## config.mk

```make
export PLATFORM = sky130hd
export DESIGN_NAME = writeback_queue
export DESIGN_NICKNAME = d
export VERILOG_FILES = /design/src/rtl/cpu_pkg.sv /design/src/rtl/wbq_match.sv /design/src/rtl/writeback_queue.sv
export SDC_FILE = /design/constraint.sdc
export NUM_CORES = 1
export LEC_CHECK = 0
export CAP_MARGIN = 20
export CORE_ASPECT_RATIO = 0.8
export CORE_UTILIZATION = 40
export DETAILED_ROUTE_END_ITERATION = 8
export PLACE_DENSITY_LB_ADDON = 0.3
export SLEW_MARGIN = 20
export SYNTH_ARGS = -nofsm -noshare
export SYNTH_HDL_FRONTEND = slang
export SYNTH_SLANG_ARGS = --single-unit
```

## constraint.sdc

```tcl
create_clock -name clk -period 3.6 [get_ports clk]
set_clock_uncertainty 0.05 [all_clocks]
set_input_delay 0.72 -clock clk [delete_from_list [all_inputs] [get_ports clk]]
set_output_delay 0.72 -clock clk [all_outputs]
set_load 0.03 [all_outputs]
```

## src/rtl/cpu_pkg.sv

```systemverilog
// Shared CPU constants and the writeback-queue entry layout.
//   WB_DEPTH / WB_AW / WB_DW : default queue depth, register address width, data width
//   wb_entry_t               : one queue slot (valid, destination register, result data)
package cpu_pkg;

  localparam int unsigned WB_DEPTH = 4;
  localparam int unsigned WB_AW    = 5;
  localparam int unsigned WB_DW    = 32;

  typedef struct packed {
    logic             valid;
    logic [WB_AW-1:0] addr;
    logic [WB_DW-1:0] data;
  } wb_entry_t;

endpackage

```

## src/rtl/wbq_match.sv

```systemverilog
// Pending-write lookup for one register read port of the writeback queue.
// Ports:
//   valid_i    : per-slot occupied flags
//   addr_i     : per-slot destination register
//   r_addr_i   : register being read; address 0 never reports pending
//   pend_o     : some occupied slot targets r_addr_i (combinational)
// Optional (WB_FORWARD_EN):
//   data_i     : per-slot result data
//   head_i     : slot index of the oldest entry, used to order matches by age
//   fwd_data_o : data of the youngest matching slot, 0 when nothing pending
module wbq_match
  import cpu_pkg::*;
#(
  parameter int unsigned DEPTH = WB_DEPTH,
  parameter int unsigned AW    = WB_AW
`ifdef WB_FORWARD_EN
  ,
  parameter int unsigned DW    = WB_DW
`endif
) (
  input  logic [DEPTH-1:0]         valid_i,
  input  logic [AW-1:0]            addr_i [DEPTH],
`ifdef WB_FORWARD_EN
  input  logic [DW-1:0]            data_i [DEPTH],
  input  logic [$clog2(DEPTH)-1:0] head_i,
`endif
  input  logic [AW-1:0]            r_addr_i,
  output logic                     pend_o
`ifdef WB_FORWARD_EN
  ,
  output logic [DW-1:0]            fwd_data_o
`endif
);

  logic [DEPTH-1:0] hit;

  // Per-slot address compare against the read port.
  always_comb begin
    hit = '0;
    for (int unsigned i = 0; i < DEPTH; i++) begin
      hit[i] = valid_i[i] && (addr_i[i] == r_addr_i);
    end
  end

  assign pend_o = (r_addr_i != '0) && (|hit);

`ifdef WB_FORWARD_EN
  localparam int unsigned PTR_W = $clog2(DEPTH);

  logic [PTR_W-1:0] idx;

  // Walk slots oldest to youngest from head; the last hit seen is the youngest.
  always_comb begin
    fwd_data_o = '0;
    idx        = '0;
    for (int unsigned k = 0; k < DEPTH; k++) begin
      idx = head_i + PTR_W'(k);
      if (pend_o && hit[idx]) begin
        fwd_data_o = data_i[idx];
      end
    end
  end
`endif

endmodule

```

## src/rtl/writeback_queue.sv

```systemverilog
// Writeback queue: buffers (register, result) pairs and drains them in order
// into the register file whenever its write port is free.
// Ports:
//   clk, rst              : clock, synchronous active-high reset
//   In_Valid/In_Ready     : producer handshake; In_Addr/In_Data are the offered result
//   Drain_En              : register-file write port is free this cycle
//   Write_Reg/W_Addr/W_Data : write strobe and head entry (0 when empty)
//   R_Addr_A/B, Pend_A/B  : read-port hazard lookup
//   Count                 : occupied entries
// Optional macro WB_FORWARD_EN adds Fwd_Data_A/B (youngest matching data).
module writeback_queue
  import cpu_pkg::*;
#(
  parameter int unsigned DEPTH = WB_DEPTH,
  parameter int unsigned AW    = WB_AW,
  parameter int unsigned DW    = WB_DW
) (
  input  logic                   clk,
  input  logic                   rst,
  input  logic                   In_Valid,
  output logic                   In_Ready,
  input  logic [AW-1:0]          In_Addr,
  input  logic [DW-1:0]          In_Data,
  input  logic                   Drain_En,
  output logic                   Write_Reg,
  output logic [AW-1:0]          W_Addr,
  output logic [DW-1:0]          W_Data,
  input  logic [AW-1:0]          R_Addr_A,
  input  logic [AW-1:0]          R_Addr_B,
  output logic                   Pend_A,
  output logic                   Pend_B,
  output logic [$clog2(DEPTH):0] Count
`ifdef WB_FORWARD_EN
  ,
  output logic [DW-1:0]          Fwd_Data_A,
  output logic [DW-1:0]          Fwd_Data_B
`endif
);

  localparam int unsigned PTR_W = $clog2(DEPTH);
  localparam int unsigned CNT_W = PTR_W + 1;

  logic [CNT_W-1:0] count_q, count_d;
  logic [PTR_W-1:0] head_q, head_d;
  logic [PTR_W-1:0] tail_q, tail_d;
  logic [DEPTH-1:0] valid_q, valid_d;
  logic [AW-1:0]    addr_q [DEPTH];
  logic [AW-1:0]    addr_d [DEPTH];
  logic [DW-1:0]    data_q [DEPTH];
  logic [DW-1:0]    data_d [DEPTH];

  logic push_en;
  logic pop_en;
  logic not_empty;

  function automatic logic [PTR_W-1:0] ptr_inc(input logic [PTR_W-1:0] p);
    return (p == PTR_W'(DEPTH - 1)) ? '0 : p + PTR_W'(1);
  endfunction

  // Handshake and drain decisions come only from registered occupancy.
  assign not_empty = (count_q != '0);
  assign In_Ready  = (count_q < CNT_W'(DEPTH));
  // Register 0 is hardwired: the handshake completes but nothing is stored.
  assign push_en   = In_Valid && In_Ready && (In_Addr != '0);
  assign pop_en    = not_empty && Drain_En;

  assign Write_Reg = pop_en;
  assign W_Addr    = not_empty ? addr_q[head_q] : '0;
  assign W_Data    = not_empty ? data_q[head_q] : '0;
  assign Count     = count_q;

  // Next-state: pop frees the head slot, push fills the tail slot.
  always_comb begin
    count_d = count_q;
    head_d  = head_q;
    tail_d  = tail_q;
    valid_d = valid_q;
    addr_d  = addr_q;
    data_d  = data_q;
    if (pop_en) begin
      valid_d[head_q] = 1'b0;
      head_d          = ptr_inc(head_q);
    end
    if (push_en) begin
      valid_d[tail_q] = 1'b1;
      addr_d[tail_q]  = In_Addr;
      data_d[tail_q]  = In_Data;
      tail_d          = ptr_inc(tail_q);
    end
    count_d = count_q + CNT_W'(push_en) - CNT_W'(pop_en);
  end

  // State registers; reset wins over any same-cycle push or pop.
  always_ff @(posedge clk) begin
    if (rst) begin
      count_q <= '0;
      head_q  <= '0;
      tail_q  <= '0;
      valid_q <= '0;
      for (int unsigned i = 0; i < DEPTH; i++) begin
        addr_q[i] <= '0;
        data_q[i] <= '0;
      end
    end else begin
      count_q <= count_d;
      head_q  <= head_d;
      tail_q  <= tail_d;
      valid_q <= valid_d;
      addr_q  <= addr_d;
      data_q  <= data_d;
    end
  end

  // One lookup per read port; the head slot stays pending while it drains.
  wbq_match #(
    .DEPTH(DEPTH),
    .AW   (AW)
`ifdef WB_FORWARD_EN
    ,
    .DW   (DW)
`endif
  ) u_match_a (
    .valid_i   (valid_q),
    .addr_i    (addr_q),
`ifdef WB_FORWARD_EN
    .data_i    (data_q),
    .head_i    (head_q),
    .fwd_data_o(Fwd_Data_A),
`endif
    .r_addr_i  (R_Addr_A),
    .pend_o    (Pend_A)
  );

  wbq_match #(
    .DEPTH(DEPTH),
    .AW   (AW)
`ifdef WB_FORWARD_EN
    ,
    .DW   (DW)
`endif
  ) u_match_b (
    .valid_i   (valid_q),
    .addr_i    (addr_q),
`ifdef WB_FORWARD_EN
    .data_i    (data_q),
    .head_i    (head_q),
    .fwd_data_o(Fwd_Data_B),
`endif
    .r_addr_i  (R_Addr_B),
    .pend_o    (Pend_B)
  );

endmodule

```

==> flow_summary.toml, run 1 <==
[clock_tree]
hold_buffers = 0
cts-root-buf = "clkbuf_16"
cts_tree = "done"
cts_setup_buffers = 0
cts-resized-gates = 0
cts_buffers = 17
cts.clk_slew.worst_paths_ps = 60
h-tree-depth = 4
clock_path_buffers = 2
clk_latency_ps = 420
clkSinkCount = 159

[placed_design]
port_buffers = 94
place_congestion = 0.8175
dp.cells = 1060
hpwl_um = 11550

[yosys]
ys_warn_count = 0
ys.flop_type = "dfxtp_1"
ys_ff_latch = 159
syn_inst = 788
synth_edf_count = 0
synth-seq-area-share_pct = 44.14
synth_cell_types = 32
syn-num-nets = 849
yosysTopAreaCell = "dfxtp_1"
ys_top_cells_by_area = "dfxtp_1 (44%), nand2_1 (12%), mux4_2 (12%)"
avgSynthCellArea_um2 = 9.152
synth-async-reset-ratio_pct = 0
synth_top_area_share_pct = 44.14
syn_area_um2 = 7212

[layout]
nFillCells = 1615
num-nets-final = 915
antenna_cells = 0
syn_to_final_growth_pct = 23.23
final_cells = 1090
most-common-layout-cells = "nand2_1 (226), dfxtp_1 (157), a21oi_1 (113), clkdlybuf4s50_1 (91), nor2b_1 (40)"
final_common_cell = "nand2_1"
final_util_pct = 50.83
layout-drive-gt1-share_pct = 11.56

[power]
clkPwrFrac_pct = 32.9
power_frac_seq_pct = 38.9
p_int_w = 0.003556
combinationalPowerShare_pct = 28.2
power_density_nw_per_um2 = 586.0
irDropWorstVdd_v = 0.0006157
p_leak_nw = 3.196
netSwitchingFraction_pct = 31.73
switching_power_w = 0.001652

[die]
fp.dieH_um = 122.1
die_w_um = 152.1
start_util_pct = 41.25
design.die.area_um2 = 18570
ioPinCount = 95
rows = 43
core-area_um2 = 17490

[sta]
rsz0062_at_grt = "no"
period_share_pct = 91.14
maxSlewHeadroom_pct = 59.57
fmax_mhz = 304.8
slew_violations = 0
final.setup.tns_ps = 0
setup_viol = 0
hold_viol_final = 0
fin_crit_ps = 3281
tightest_slew_ps = 606.4

[outcome]
violations = "DRC"
status = "finished, violations left"

[critical_path]
slowest_delay_ps = 610
critical_path_class = "flip-flop to output pin"
cp_cell_sequence = "buf_12 -> mux4_2 -> nor2b_1 -> clkdlybuf4s50_1"
r2r_cells = 9
crit_slowest_cell = "clkdlybuf4s50_1"
critPathMaxFanout = 25
startpoint_type = "flip-flop"
critPathArrivalTime_ps = 2510
crit_required_ps = 2830
end_kind = "output pin"

[global_route]
antenna_found_initial = 0
first_global_vias = 5650
grt_overflow_total = 0
grt_max_degree = 122
grt.total_usage_pct = 21.65
grt_pass1_wl_um = 31020

[drt]
wl_met1_um = 9246
num_vias = 5753
first_pass_iters = 7
drc = 14
route.met2.wl_um = 8765
dr_wl_met3_um = 932
postRouteAntennaNets = 0
viasPerCell = 5.278
routed_wl_um = 19060
drt_iter0_drc = 354
routed.top_layer = "met4"
wl_per_cell_um = 17.48

[job]
cap_violations = 0

[hold_path]
whs_path_depth = 2
hp-class = "flip-flop to flip-flop"
[synth_stat cells, types with 3 or more instances]
master,instances
nand3_1,8
xnor2_1,11
nand2_2,3
buf_4,11
clkbuf_1,34
buf_1,3
nor4_1,8
or4_1,3
nor2_1,9
buf_2,10
mux4_2,37
a21oi_1,114
inv_1,7
dfxtp_1,159
ha_1,9
a22o_1,37
nor2b_1,40
xor2_1,33
nand2_1,226
buf_6,8
[through the flow]
step	worst slack [ps]	hold slack (ps)	instance area [µm²]	total power, W
5_1_grt	209.0	416.0	8887	0.005473
6_report	318.8	401.1	8887	0.005208
3_3_place_gp	15.54	390.6	8309	0.003524
4_1_cts	18.66	403.3	8870	0.005252
2_1_floorplan	729.5	383.1	7212	0.003004
3_5_place_dp	30.48	395.2	8309	0.003535
[final cells by class]
class,count,area (µm²),share of cell area (%)
Multi-Input combinational cell,556,3672,41.32
Sequential cell,159,3186,35.84
Timing Repair Buffer,113,1161,13.06
Clock buffer,25,505.5,5.688
Tap cell,225,281.5,3.168
Clock inverter,5,55.05,0.6195
Inverter,7,26.28,0.2956
[worst max-delay path, delay by kind of cell, from the launching register on]
family / cells / cell delay, ps
buffers and inverters: 2 / 870
DFF: 1 / 550
muxes: 1 / 520
and+or+nand+nor: 1 / 140
[path summary, 6_finish.rpt]
check                   from          to  slack [ps]
hold / removal    data_q[73]  data_q[73]         400
setup reg to reg    Count[1]    Count[2]        1460
hold reg to reg   data_q[73]  data_q[73]         400
setup / recovery   head_q[0]  W_Data[31]         320
[sequential cells by signal, indices dropped and copies added (netlist names)]
name and flops:
Count 3, data_q 128, tail_q 2, valid_q 4, addr_q 20, head_q 2
[logic make-up (layout without fill, tap and decap cells)]
kind of cell | after synthesis | after routing | share of synthesized area [%]
compound gates | 157 | 157 | 13.12
simple gates | 306 | 306 | 18.36
mux | 39 | 39 | 11.83
xor+xnor | 44 | 44 | 5.344
fa+ha+maj | 10 | 10 | 1.839
flops | 159 | 159 | 44.14
buf+inv | 73 | 150 | 5.378
[layer usage]
layer | GRT usage, % | vias up
li1 | - | 2804
met1 | 29.94 | 2802
met2 | 34.22 | 139
met3 | 4.874 | 8
met4 | 5.485 | 0
met5 | 0 | -
[power groups by stage]
stage          sequential [W]  combinational [W]  clock (W)
6_report              0.00203            0.00147    0.00171
3_5_place_dp          0.00206            0.00147          0
5_1_grt               0.00205            0.00160    0.00182
3_3_place_gp          0.00206            0.00146          0
4_1_cts               0.00203            0.00148    0.00175
2_1_floorplan         0.00204           0.000969          0
(Power assumes the default switching activity.)
==> run 2, diff against run 1 <==
--- a/config.mk
+++ b/config.mk
@@ -10,6 +10,7 @@
 export CORE_UTILIZATION = 40
 export DETAILED_ROUTE_END_ITERATION = 8
 export PLACE_DENSITY_LB_ADDON = 0.3
+export SKIP_CTS_REPAIR_TIMING = 1
 export SLEW_MARGIN = 20
 export SYNTH_ARGS = -nofsm -noshare
 export SYNTH_HDL_FRONTEND = slang
==> results of run 2 <==
Final layout, timing and power as in run 1 (identical DEF).
